### src/rtl/brick_pkg.sv
// Shared types and grid geometry for the brick-hit sequencer.
package brick_pkg;

    localparam int BLOCK_SIZE_LOG2   = 5;
    localparam int BLOCKS_PER_ROW    = 17;
    localparam int BLOCKS_PER_COLUMN = 14;

    typedef struct packed {
        logic [4:0] x;
        logic [3:0] y;
    } cell_t;

    typedef enum logic [1:0] {
        IDLE,
        PULSE,
        GAP
    } seq_state_t;

endpackage

### src/rtl/hit_fifo.sv
// Small synchronous FIFO of grid cells; a pop frees a slot for a same-cycle push even when full.
module hit_fifo
    import brick_pkg::*;
#(
    parameter  int DEPTH = 4,
    localparam int AW    = $clog2(DEPTH),
    localparam int CW    = $clog2(DEPTH + 1)
) (
    input  logic          clk,
    input  logic          reset,
    input  logic          push,
    input  cell_t         push_data,
    input  logic          pop,
    output cell_t         pop_data,
    output logic          full,
    output logic          empty,
    output logic [CW-1:0] count
);

    cell_t          mem_q [DEPTH];
    cell_t          mem_d [DEPTH];
    logic [AW-1:0]  wr_ptr_q, wr_ptr_d, rd_ptr_q, rd_ptr_d;
    logic [CW-1:0]  count_q, count_d;
    logic           do_push, do_pop;

    always_comb begin
        full     = (count_q == CW'(DEPTH));
        empty    = (count_q == '0);
        do_pop   = pop && !empty;
        do_push  = push && (!full || do_pop);
        mem_d    = mem_q;
        wr_ptr_d = wr_ptr_q;
        rd_ptr_d = rd_ptr_q;
        count_d  = count_q;
        if (do_push) begin
            mem_d[wr_ptr_q] = push_data;
            wr_ptr_d        = wr_ptr_q + AW'(1);
        end
        if (do_pop) rd_ptr_d = rd_ptr_q + AW'(1);
        if (do_push && !do_pop)      count_d = count_q + CW'(1);
        else if (do_pop && !do_push) count_d = count_q - CW'(1);
    end

    always_ff @(posedge clk) begin
        if (reset) begin
            mem_q    <= '{default: '0};
            wr_ptr_q <= '0;
            rd_ptr_q <= '0;
            count_q  <= '0;
        end else begin
            mem_q    <= mem_d;
            wr_ptr_q <= wr_ptr_d;
            rd_ptr_q <= rd_ptr_d;
            count_q  <= count_d;
        end
    end

    assign pop_data = mem_q[rd_ptr_q];
    assign count    = count_q;

endmodule

### src/rtl/brick_hit_sequencer.sv
// Turns per-pixel bullet/brick overlaps into de-duplicated, spaced single-cell damage requests.
module brick_hit_sequencer
    import brick_pkg::*;
#(
    parameter int FIFO_DEPTH   = 4,
    parameter int SEEN_DEPTH   = 8,
    parameter int PULSE_CYCLES = 2,
    parameter int GAP_CYCLES   = 2
) (
    input  logic        clk,
    input  logic        reset,
    input  logic [10:0] pixelX,
    input  logic [10:0] pixelY,
    input  logic [10:0] topLeftX,
    input  logic [10:0] topLeftY,
    input  logic        bulletBrickHit,
    input  logic        startOfFrame,
    output logic [4:0]  brickCollision1X,
    output logic [3:0]  brickCollision1Y,
    output logic        collision,
    output logic [2:0]  pendingCount,
    output logic        overflow
);

    localparam int FCW  = $clog2(FIFO_DEPTH + 1);
    localparam int SCW  = $clog2(SEEN_DEPTH + 1);
    localparam int SIW  = $clog2(SEEN_DEPTH);
    localparam int MAXC = (PULSE_CYCLES > GAP_CYCLES) ? PULSE_CYCLES : GAP_CYCLES;
    localparam int CNTW = $clog2(MAXC + 1);

    logic [10:0]    dx, dy;
    logic           in_grid;
    logic           s1_vld_q, s1_vld_d;
    cell_t          s1_cell_q, s1_cell_d;
    cell_t          seen_q [SEEN_DEPTH];
    cell_t          seen_d [SEEN_DEPTH];
    logic [SCW-1:0] seen_cnt_q, seen_cnt_d, seen_cnt_eff;
    logic           seen_hit;
    logic           fifo_push, fifo_pop, fifo_full, fifo_empty;
    cell_t          fifo_head;
    logic [FCW-1:0] fifo_count;
    logic           overflow_q, overflow_d;
    seq_state_t     state_q, state_d;
    logic [CNTW-1:0] cnt_q, cnt_d;
    cell_t          addr_q, addr_d;
    logic           collision_q, collision_d;

    // Stage 1: pixel -> cell, rejecting anything left/above the origin or past the grid.
    always_comb begin
        dx = pixelX - topLeftX;
        dy = pixelY - topLeftY;
        in_grid = (pixelX >= topLeftX) && (pixelY >= topLeftY) &&
                  ((dx >> BLOCK_SIZE_LOG2) < 11'(BLOCKS_PER_ROW)) &&
                  ((dy >> BLOCK_SIZE_LOG2) < 11'(BLOCKS_PER_COLUMN));
        s1_vld_d  = bulletBrickHit && in_grid;
        s1_cell_d = s1_cell_q;
        if (s1_vld_d) s1_cell_d = '{x: dx[9:5], y: dy[8:5]};
    end

    // Stage 2: a frame start empties the seen-list before this cycle's compare.
    always_comb begin
        seen_cnt_eff = startOfFrame ? '0 : seen_cnt_q;
        seen_hit     = 1'b0;
        for (int i = 0; i < SEEN_DEPTH; i++) begin
            if ((SCW'(i) < seen_cnt_eff) && (seen_q[i] == s1_cell_q)) seen_hit = 1'b1;
        end
        fifo_push = s1_vld_q && !seen_hit && (seen_cnt_eff < SCW'(SEEN_DEPTH)) &&
                    (!fifo_full || fifo_pop);
        seen_d     = seen_q;
        seen_cnt_d = seen_cnt_eff;
        if (fifo_push) begin
            seen_d[seen_cnt_eff[SIW-1:0]] = s1_cell_q;
            seen_cnt_d                    = seen_cnt_eff + SCW'(1);
        end
        overflow_d = overflow_q | (s1_vld_q && !seen_hit && !fifo_push);
    end

    hit_fifo #(.DEPTH(FIFO_DEPTH)) u_fifo (
        .clk       (clk),
        .reset     (reset),
        .push      (fifo_push),
        .push_data (s1_cell_q),
        .pop       (fifo_pop),
        .pop_data  (fifo_head),
        .full      (fifo_full),
        .empty     (fifo_empty),
        .count     (fifo_count)
    );

    // collision is registered from the state, so it trails PULSE entry by one cycle.
    always_comb begin
        state_d     = state_q;
        cnt_d       = cnt_q;
        addr_d      = addr_q;
        fifo_pop    = 1'b0;
        collision_d = (state_q == PULSE);
        case (state_q)
            IDLE: begin
                if (!fifo_empty) begin
                    fifo_pop = 1'b1;
                    addr_d   = fifo_head;
                    cnt_d    = '0;
                    state_d  = PULSE;
                end
            end
            PULSE: begin
                if (cnt_q == CNTW'(PULSE_CYCLES - 1)) begin
                    cnt_d   = '0;
                    state_d = GAP;
                end else begin
                    cnt_d = cnt_q + CNTW'(1);
                end
            end
            GAP: begin
                if (cnt_q == CNTW'(GAP_CYCLES - 1)) begin
                    cnt_d   = '0;
                    state_d = IDLE;
                end else begin
                    cnt_d = cnt_q + CNTW'(1);
                end
            end
            default: state_d = IDLE;
        endcase
    end

    always_ff @(posedge clk) begin
        if (reset) begin
            s1_vld_q    <= 1'b0;
            s1_cell_q   <= '0;
            seen_q      <= '{default: '0};
            seen_cnt_q  <= '0;
            overflow_q  <= 1'b0;
            state_q     <= IDLE;
            cnt_q       <= '0;
            addr_q      <= '0;
            collision_q <= 1'b0;
        end else begin
            s1_vld_q    <= s1_vld_d;
            s1_cell_q   <= s1_cell_d;
            seen_q      <= seen_d;
            seen_cnt_q  <= seen_cnt_d;
            overflow_q  <= overflow_d;
            state_q     <= state_d;
            cnt_q       <= cnt_d;
            addr_q      <= addr_d;
            collision_q <= collision_d;
        end
    end

    assign brickCollision1X = addr_q.x;
    assign brickCollision1Y = addr_q.y;
    assign collision        = collision_q;
    assign pendingCount     = 3'(fifo_count);
    assign overflow         = overflow_q;

endmodule

### config.mk
export PLATFORM = sky130hd
export DESIGN_NAME = brick_hit_sequencer
export DESIGN_NICKNAME = d
export VERILOG_FILES = /design/src/rtl/brick_pkg.sv /design/src/rtl/hit_fifo.sv /design/src/rtl/brick_hit_sequencer.sv
export SDC_FILE = /design/constraint.sdc
export NUM_CORES = 1
export LEC_CHECK = 0
export ABC_AREA = 1
export CAP_MARGIN = 25
export CORE_ASPECT_RATIO = 0.75
export CORE_MARGIN = 10
export CORE_UTILIZATION = 30
export CTS_BUF_LIST = sky130_fd_sc_hd__clkbuf_4
export DETAILED_ROUTE_END_ITERATION = 10
export PLACE_DENSITY = 0.54
export SYNTH_ARGS = -nofsm -noshare
export SYNTH_HDL_FRONTEND = slang
export SYNTH_HIERARCHICAL = 1
export SYNTH_SLANG_ARGS = --single-unit
export TNS_END_PERCENT = 20
### constraint.sdc
create_clock -name clk -period 3.3 [get_ports clk]
set_clock_uncertainty 0.05 [all_clocks]
set_input_delay 0.66 -clock clk [delete_from_list [all_inputs] [get_ports clk]]
set_output_delay 0.66 -clock clk [all_outputs]
set_load 0.005 [all_outputs]
; Word level (Yosys, flattened, before mapping)
; Index checks and enable logic that the tools add are counted.
[totals]
regBits = 144
inputBits = 48
wordCells = 151
[op_classes]
addsub = 8
order_cmp = 18
n_eq_ne = 15
mux = 30
n_bitwise = 5
n_reduce_logical = 38
[op_table]
columns = operator, count
row1 = $bwmux 72, 1
row2 = $eq 9x9->1, 8
row3 = $bwmux 36, 1
row4 = $mux 9, 4
row5 = $demux 9 s3, 1
row6 = $ge 11x11->1, 2
row7 = $logic_and 1x1->1, 22
row8 = $sub 11x11->11, 2
row9 = $bmux 9 s2, 1
row10 = $demux 9 s2, 1
row11 = $lt 3x4->1 const A, 4
row12 = $mux 1, 10
row13 = $mux 2, 5
row14 = $lt 1x4->1 const A, 2
row15 = $lt 2x4->1 const A, 2
row16 = $mux 4, 2
row17 = $add 2x1->2 const B, 3
row18 = $ge 3x3->1 const B, 2
row19 = $logic_not 1->1, 6
row20 = $lt 6x4->1 const B, 1
row21 = $lt 6x5->1 const B, 1
row22 = $mux 3, 2
row23 = $not 2->3, 2
row24 = $pmux 2 s3, 1
row25 = other kinds (23), 28

; Longest topological paths before layout
[logic_depth]
depth_word = 20
depth_mapped = 27
depth_no_buf = 24

; Modules after synthesis
; The synthesis kept the hierarchy.
[by_module_without_submodules]
columns = module, n_inst, cells_each, area_per_inst_um2
row1 = brick_hit_sequencer, 1, 1151, 7030.5
row2 = hit_fifo, 1, 386, 2466.1

; Least setup slack after synthesis
; Ideal clock, no wire load.
[synth_timing]
path_type = input to register
from = input startOfFrame
to = register u_fifo.count_q[2], in the netlist u_fifo/count[2]
setup_time_ns = 0.113
arrival_time_ns = 3.357
slack_ns = -0.219
cell_stages = 26
cell_sequence = nor2_1 > inv_1 > ha_1 > inv_1 > nor3_1 > nor2_1 > nand3_1 > nand2_1 > inv_1 > nand3_2 > nand2_4 > buf_12 > nand3_1 > inv_1 > buf_2 > buf_4 > nand2_4 > inv_2 > ha_1 > inv_1 > fa_1 > or2_2 > nand2_1 > nand2_1 > nand2_1 > nor2_1
[synth_via]
elab_chain_len = 19
elab_cells_between_ends = 36
classes_between = 9 x order compare / 10 x mux / 17 x reduce/logical
[synth_lines]
columns = item, line_no
row1 = start: declaration, brick_hit_sequencer.sv:17  ; input logic startOfFrame,
row2 = $mux 4 *, brick_hit_sequencer.sv:62  ; seen_cnt_eff = startOfFrame ? '0 : seen_cnt_q;
row3 = $lt 1x4->1, brick_hit_sequencer.sv:65  ; if ((SCW'(i) < seen_cnt_eff) && (seen_q[i] == s1_cell_q)) seen_hit = 1'b1;
row4 = $logic_and 1x1->1, brick_hit_sequencer.sv:65
row5 = $mux 1 (8 in a row), brick_hit_sequencer.sv:65
row6 = $logic_not 1->1, brick_hit_sequencer.sv:67  ; fifo_push = s1_vld_q && !seen_hit && (seen_cnt_eff < SCW'(SEEN_DEPTH)) &&
row7 = $logic_and 1x1->1, brick_hit_sequencer.sv:67
row8 = $logic_and 1x1->1 * (2 in a row), brick_hit_sequencer.sv:67
row9 = net fifo_push, brick_hit_sequencer.sv:39  ; logic fifo_push, fifo_pop, fifo_full, fifo_empty;
row10 = $logic_and 1x1->1 *, hit_fifo.sv:30  ; do_push = push && (!full || do_pop);
row11 = net u_fifo.do_push, hit_fifo.sv:24  ; logic do_push, do_pop;
row12 = $logic_not 1->1, hit_fifo.sv:41  ; else if (do_pop && !do_push) count_d = count_q - CW'(1);
row13 = $logic_and 1x1->1, hit_fifo.sv:41
row14 = $reduce_bool 2->1 (no source line), -
row15 = end signal: assignment, hit_fifo.sv:54  ; count_q <= count_d;
row16 = end: declaration, hit_fifo.sv:23  ; logic [CW-1:0] count_q, count_d;
; Mark *: on every way through the listed nets, which the timed path passes. The rest lies on a longest branch.
; A chain may end at the register's enable or synchronous reset.

; Worst setup path in the final report
; Same ends and word-level chain as after synthesis.

==> flow_summary_export.csv <==
group,metric,value,unit
place,dp_hpwl,18000,um
cells_and_area,final_area,0.0108,sq mm
global_route,grt_max_degree,43,
synthesis,ys_top_cells_by_area,"dfxtp_1 30%, nand2_1 19%, nor2_1 11%, inv_1 10%, ha_1 4.2%",
clock_network,ctsHoldBuffers,0,
synthesis,syn_nets,1618,
synthesis,synth_cells,1537,
clock_network,root_buffer,"clkbuf_4",
setup_path,cp_top_family,"simple AND/OR/NAND/NOR gates",
setup_path,slowest_delay,0.51,ns
clock_network,cts_sinks,144,
sta,finalSetupTns,0,ns
detailed_routing,first_iter_violations,687,
floorplan,die_w,225,um
synthesis,synth_largest_area_cell,"dfxtp_1",
synthesis,yosys_most_used_dff,"dfxtp_1",
setup_path,path_cells,"clkdlybuf4s50_1 > nor2_1 > inv_1 > ha_2 > inv_1 > nor3_1 > nor2_1 > nand3_1 > nand2_1 > inv_1 > nand3_2 > nand2_4 > nand3_4 > inv_2 > nand2_4 > inv_4 > ha_4 > inv_2 > fa_2 > or2_4 > nand2_1 > nand2_1 > nand2_1 > nor2_1",
sta,grt_setup_unrepaired,"no",
global_route,gr-usage-all-layers,13.0,%
pwr,p_leak,5.54,nW
clock_network,htreeDepth,4,
floorplan,io_pins,62,
setup_path,worstPathArrival,3.36,ns
flow_run,max_cap_viol_count,0,
setup_path,cp-end-kind,"flip-flop",
clock_network,numCtsBuffers,17,
setup_path,path_class,"primary input to flip-flop",
synthesis,ys_types,42,
synthesis,syn_area,0.00950,sq mm
global_route,antenna_found_initial,1,
synthesis,synth_top_area_share,30.4,%
synthesis,synth-seq-area-share,30.4,%
run_status,status,"finished clean",
detailed_routing,num_vias,8874,
sta,finalCritPeriodShare,88.9,%
cells_and_area,fin_cells,2016,
sta,finalCriticalPeriod,2.93,ns
clock_network,cts_tree,"built",
setup_path,worst_path_most_repeated_cell,"nand2_1",
floorplan,die_area,0.0392,sq mm
clock_network,post_cts_buffers,0,
pwr,powerDensity,316,mW/mm^2
synthesis,synth_seq_cells,144,
synthesis,synthArstFlopShare,0,%
global_route,grt_pass1_vias,8081,
place,io_buffers,61,
sta,whs,0.402,ns
sta,max_freq,341,MHz
setup_path,cp_max_fo,4,
global_route,overflow,0,
floorplan,start_util,30.4,%
sta,hold_viol_final,0,
floorplan,fp-row-count,56,
clock_network,clk_pin_slew,0.13,ns
cells_and_area,syn2layout_area_growth,13.8,%
setup_path,cp.required,3.73,ns
detailed_routing,final_antenna_net_count,0,
detailed_routing,via_per_inst,4.40,
detailed_routing,drt_pass1_iterations,6,
floorplan,die_h,174,um
sta,slew_violations,0,
detailed_routing,drc,0,
floorplan,coreArea,0.0313,sq mm
cells_and_area,nNetsFinal,1678,
place,place_congestion,0.851,
pwr,irDropWorstVdd,0.000205,V
sta,setup_violations,0,
synthesis,yosysWarnings,6,
sta,tightest_slew,0.644,ns
place,place_area,0.0105,sq mm
cells_and_area,drive_above_1_share,8.20,%
cells_and_area,fill_cells,3405,
setup_path,slowest_stage,"clkdlybuf4s50_1",
clock_network,post_cts_resized,0,
sta,setup_ws,0.367,ns
place,dp_cells,1984,
setup_path,start_kind,"primary input",
synthesis,synth.avg_cell_area,6.18,sq um
sta,slew_headroom,57.1,%
clock_network,clkLatencyLatePin,0.57,ns
setup_path,worst-path-buf-inv,7,
global_route,grt_pass1_wl,41800,um
worst_hold_path,hold_class,"flip-flop to flip-flop",
synthesis,synth-edff-count,0,
detailed_routing,wl,25200,um
detailed_routing,wl_per_cell,12.5,um
place,post-place-ws,-0.214,ns
clock_network,clockBufferDepth,2,
-- registers in the layout, indices dropped and copies added (netlist names), 3 cells and up --
signal,cells
brickCollision1X,5
s1_cell_q,9
u_fifo/mem_q,36
seen_cnt_q,4
u_fifo/count,3
seen_q,72
brickCollision1Y,4
-- final timing paths --
check | cells past startpoint | start | endpoint | slack, ns
min | 2 | cnt_q[1] | cnt_q[1] | 0.40
max reg2reg | 19 | s1_cell_q[6] | u_fifo/count[2] | 0.44
max | 24 | startOfFrame | u_fifo/count[2] | 0.37
min reg2reg | 2 | cnt_q[1] | cnt_q[1] | 0.40
-- placed cells by master, fill, tap and decap left out, types with 6 or more instances in the layout --
cell | Yosys | routed
xnor2_1 | 11 | 11
buf_12 | 3 | 9
inv_2 | 4 | 6
clkbuf_4 | 0 | 17
dfxtp_1 | 144 | 144
xor2_1 | 9 | 9
a21oi_1 | 56 | 55
inv_1 | 252 | 249
nand3_4 | 5 | 6
o21ai_0 | 27 | 27
nand4_1 | 57 | 57
buf_4 | 3 | 36
nand3_2 | 6 | 6
nand2_1 | 493 | 493
nor2_1 | 288 | 288
nand2_2 | 9 | 9
nand4_4 | 7 | 7
clkdlybuf4s50_1 | 0 | 61
nand3_1 | 37 | 36
inv_4 | 7 | 8
ha_1 | 32 | 30
-- cell families after synthesis --
family / Yosys count / synth area share, %
buf+inv: 329 / 16.7
xor+xnor: 20 / 1.84
flops: 144 / 30.4
simple gates: 915 / 41.4
compound gates: 96 / 5.30
fa+ha+maj: 33 / 4.43
-- worst register-to-register path, cell delays in order (launching register included) --
cell,delay (ns)
dfxtp_1,0.61
buf_4,0.29
xnor2_1,0.12
nand3_1,0.09
nor2_1,0.04
nor2_1,0.16
nand3_2,0.11
nand2_4,0.09
nand3_4,0.06
inv_2,0.08
nand2_4,0.06
inv_4,0.06
ha_4,0.12
inv_2,0.04
fa_2,0.33
or2_4,0.25
nand2_1,0.08
nand2_1,0.05
nand2_1,0.05
nor2_1,0.04
-- where the power goes --
group	leakage [nW]	internal [mW]	switching (mW)
clock	0.134	0.442	0.703
combinational	4.25	0.204	0.302
sequential	1.16	1.75	0.0103
-- metrics by stage --
stage | utilization, % | total power [mW]
after floorplan | - | 2.14
after global placement | 33.7 | 2.30
after detailed placement | 33.7 | 2.31
after CTS | 34.6 | 3.45
after global routing | 34.6 | 3.60
final | 34.6 | 3.41
-- Yosys cell counts (4+ instances only) --
cell type  number
inv_1         252
clkbuf_1       13
xor2_1          9
nand4_4         7
nand3_4         5
buf_2          12
nand2_2         9
nand4_1        57
dfxtp_1       144
ha_1           32
a21oi_1        56
o21ai_0        27
nand2_1       493
buf_6          23
inv_2           4
nand3_1        37
inv_4           7
nand3_2         6
xnor2_1        11
nor2_1        288
buf_1           4
clkbuf_8        4
-- layout make-up --
type                            count  area [sq um]  share of cell area, %
Timing Repair Buffer              106          1060                   9.81
Multi-Input combinational cell   1064          5070                   46.9
Tap cell                          406           508                   4.70
Clock buffer                       17           128                   1.18
Antenna cell                        1          2.50                 0.0231
Inverter                          264          1020                   9.42
Clock inverter                     14           143                   1.32
Sequential cell                   144          2880                   26.7
-- metal layers --
metal  GRT usage (%)  wire length (um)  vias up
met3            3.03              1530       10
met5               0                 0        -
met4            2.44               145        0
met1            19.3             13800     3912
met2            18.5              9770      194
li1                -                 -     4758
(Power assumes the default switching activity.)
==> edit: new RTL, config.mk and constraints unchanged <==
Set the parameter `PULSE_CYCLES` to 4 (it was 2).
--- a/src/rtl/brick_hit_sequencer.sv
+++ b/src/rtl/brick_hit_sequencer.sv
@@ -4,7 +4,7 @@
 #(
     parameter int FIFO_DEPTH   = 4,
     parameter int SEEN_DEPTH   = 8,
-    parameter int PULSE_CYCLES = 2,
+    parameter int PULSE_CYCLES = 4,
     parameter int GAP_CYCLES   = 2
 ) (
     input  logic        clk,
Check against the original RTL: not equivalent (a bounded check fails within 10 cycles, from zero or initial values and one cycle with reset high).
==> edit against the original RTL <==
Synthesized area shrank 1.0%; sequential share of layout area down 0.061 points; critical path depth unchanged; sequential cell count up 1; fmax fell by 4.6%; wire length down 2.4%; combinational power increased by 13%; global-route usage is essentially flat; setup slack got worse by 0.14 ns; cell area rose by 0.93%; total power is 0.55% higher; cell count is 0.74% higher; critical endpoint unchanged; largest cell class unchanged; largest power group unchanged.
==> edit: results (changes against the original RTL) <==
STA
  – Slew margin rel.: 57.8% (+0.72 points)
  – Setup TNS: 0 ns (unchanged)

Worst setup path
  – FF-to-FF path depth: 24 (+5)
  – Worst Path Arrival: 3.50 ns (+0.14 ns)
  – CP peak stage delay: 0.53 ns (+0.02 ns)
  – Critical Path Slowest Stage Cell: clkdlybuf4s50_1

Place
  – Place WS: -0.382 ns (-0.168 ns)
  – Final HPWL DP: 18,200 um (+0.97%)
  – Placer Congestion: 0.846 (-0.53%)
  – Cells after DPL: 1,999 (+0.76%)

Power
  – Leak Pwr: 5.56 nW (+0.22%)
  – Pint: 2.38 mW (-0.96%)
  – Max VDD drop: 0.000138 V (-33%)
  – Sequential share of power: 52.1% (+0.4 points)
  – P_clk: 1.07 mW (-6%)
  – Psw: 1.06 mW (+4.1%)

Route
  – Via count: 8,832 (-0.47%)
  – Via density: 4.35 (-1.2%)
  – DR WL/cell: 12.1 um (-3.2%)
  – First-iteration detailed-routing DRC count: 524 (-24%)
  – Total iterations of the first detailed-routing run: 5 (-1)

Logic synthesis
  – FFs w/ async S/R, synth: 0% (unchanged)
  – Mapped Cells: 1,534 (-0.20%)
  – Synth warn: 6 (unchanged)
  – Synth cell types: 38 (-9.5%)
  – Seq/Total Area, Yosys: 30.9% (+0.52 points)
  – Synth top cells by count: nand2_1 (458), nor2_1 (290), inv_1 (263)
  – Synth top area cells: dfxtp_1 (31%), nand2_1 (18%), nor2_1 (12%)
  – Mapped Nets: 1,621 (+0.19%)

Outcome
  – Status: completed

Global route
  – Pin count of the biggest net entering global routing: 73 (+70%)
  – Total Routing Usage GR: 13.0% (-0.018 points)
  – First-pass GRT wire length: 41,800 um (+0.17%)
  – Number of global-route vias before repair: 8,325 (+3.0%)

Cells and area
  – Final nets: 1,699 (+1.3%)
  – Layout cells sized above 1: 7.82% (-0.38 points)
-- edit: final timing paths --
kind,slack [ns],start,to
setup / recovery,0.22,startOfFrame,u_fifo/count[2]$_SDFFE_PP0P_
hold / removal,0.41,overflow$_SDFF_PP0_,overflow$_SDFF_PP0_
setup reg to reg,0.40,seen_cnt_q[0]$_SDFF_PP0_,u_fifo/count[2]$_SDFFE_PP0P_
hold reg to reg,0.41,overflow$_SDFF_PP0_,overflow$_SDFF_PP0_
-- edit: kinds of logic (layout without fill, tap and decap cells) --
group | Yosys count | in the layout | share of synthesized area [%]
simple gates | 881 | 881 | 39.6
xor+xnor | 25 | 25 | 2.33
flops | 145 | 145 | 30.9
compound gates | 111 | 111 | 6.54
buf+inv | 333 | 423 | 15.4
other cells | 0 | 1 | 0
fa+ha+maj | 39 | 39 | 5.27
-- edit: through the flow --
step / area (um2) / utilization, %
2_1_floorplan: 9440 / -
3_3_place_gp: 10700 / 34.3
3_5_place_dp: 10700 / 34.3
4_1_cts: 10900 / 35.1
5_1_grt: 10900 / 35.1
6_report: 10900 / 35.1
-- edit: layout make-up --
class / count / area (um2)
Antenna cell: 1 / 2.50
Clock buffer: 18 / 135
Clock inverter: 13 / 111
Fill cell: 3369 / 20200
Inverter: 274 / 1030
Multi-Input combinational cell: 1056 / 5080
Sequential cell: 145 / 2900
Tap cell: 406 / 508
Timing Repair Buffer: 118 / 1140
-- edit: routing by layer --
metal | vias to the layer above | GRT usage (%) | wire (um)
li1 | 4811 | - | -
met1 | 3869 | 19.6 | 13800
met2 | 139 | 18.2 | 9420
met3 | 13 | 2.91 | 1160
met4 | 0 | 2.43 | 164
met5 | - | 0 | 0
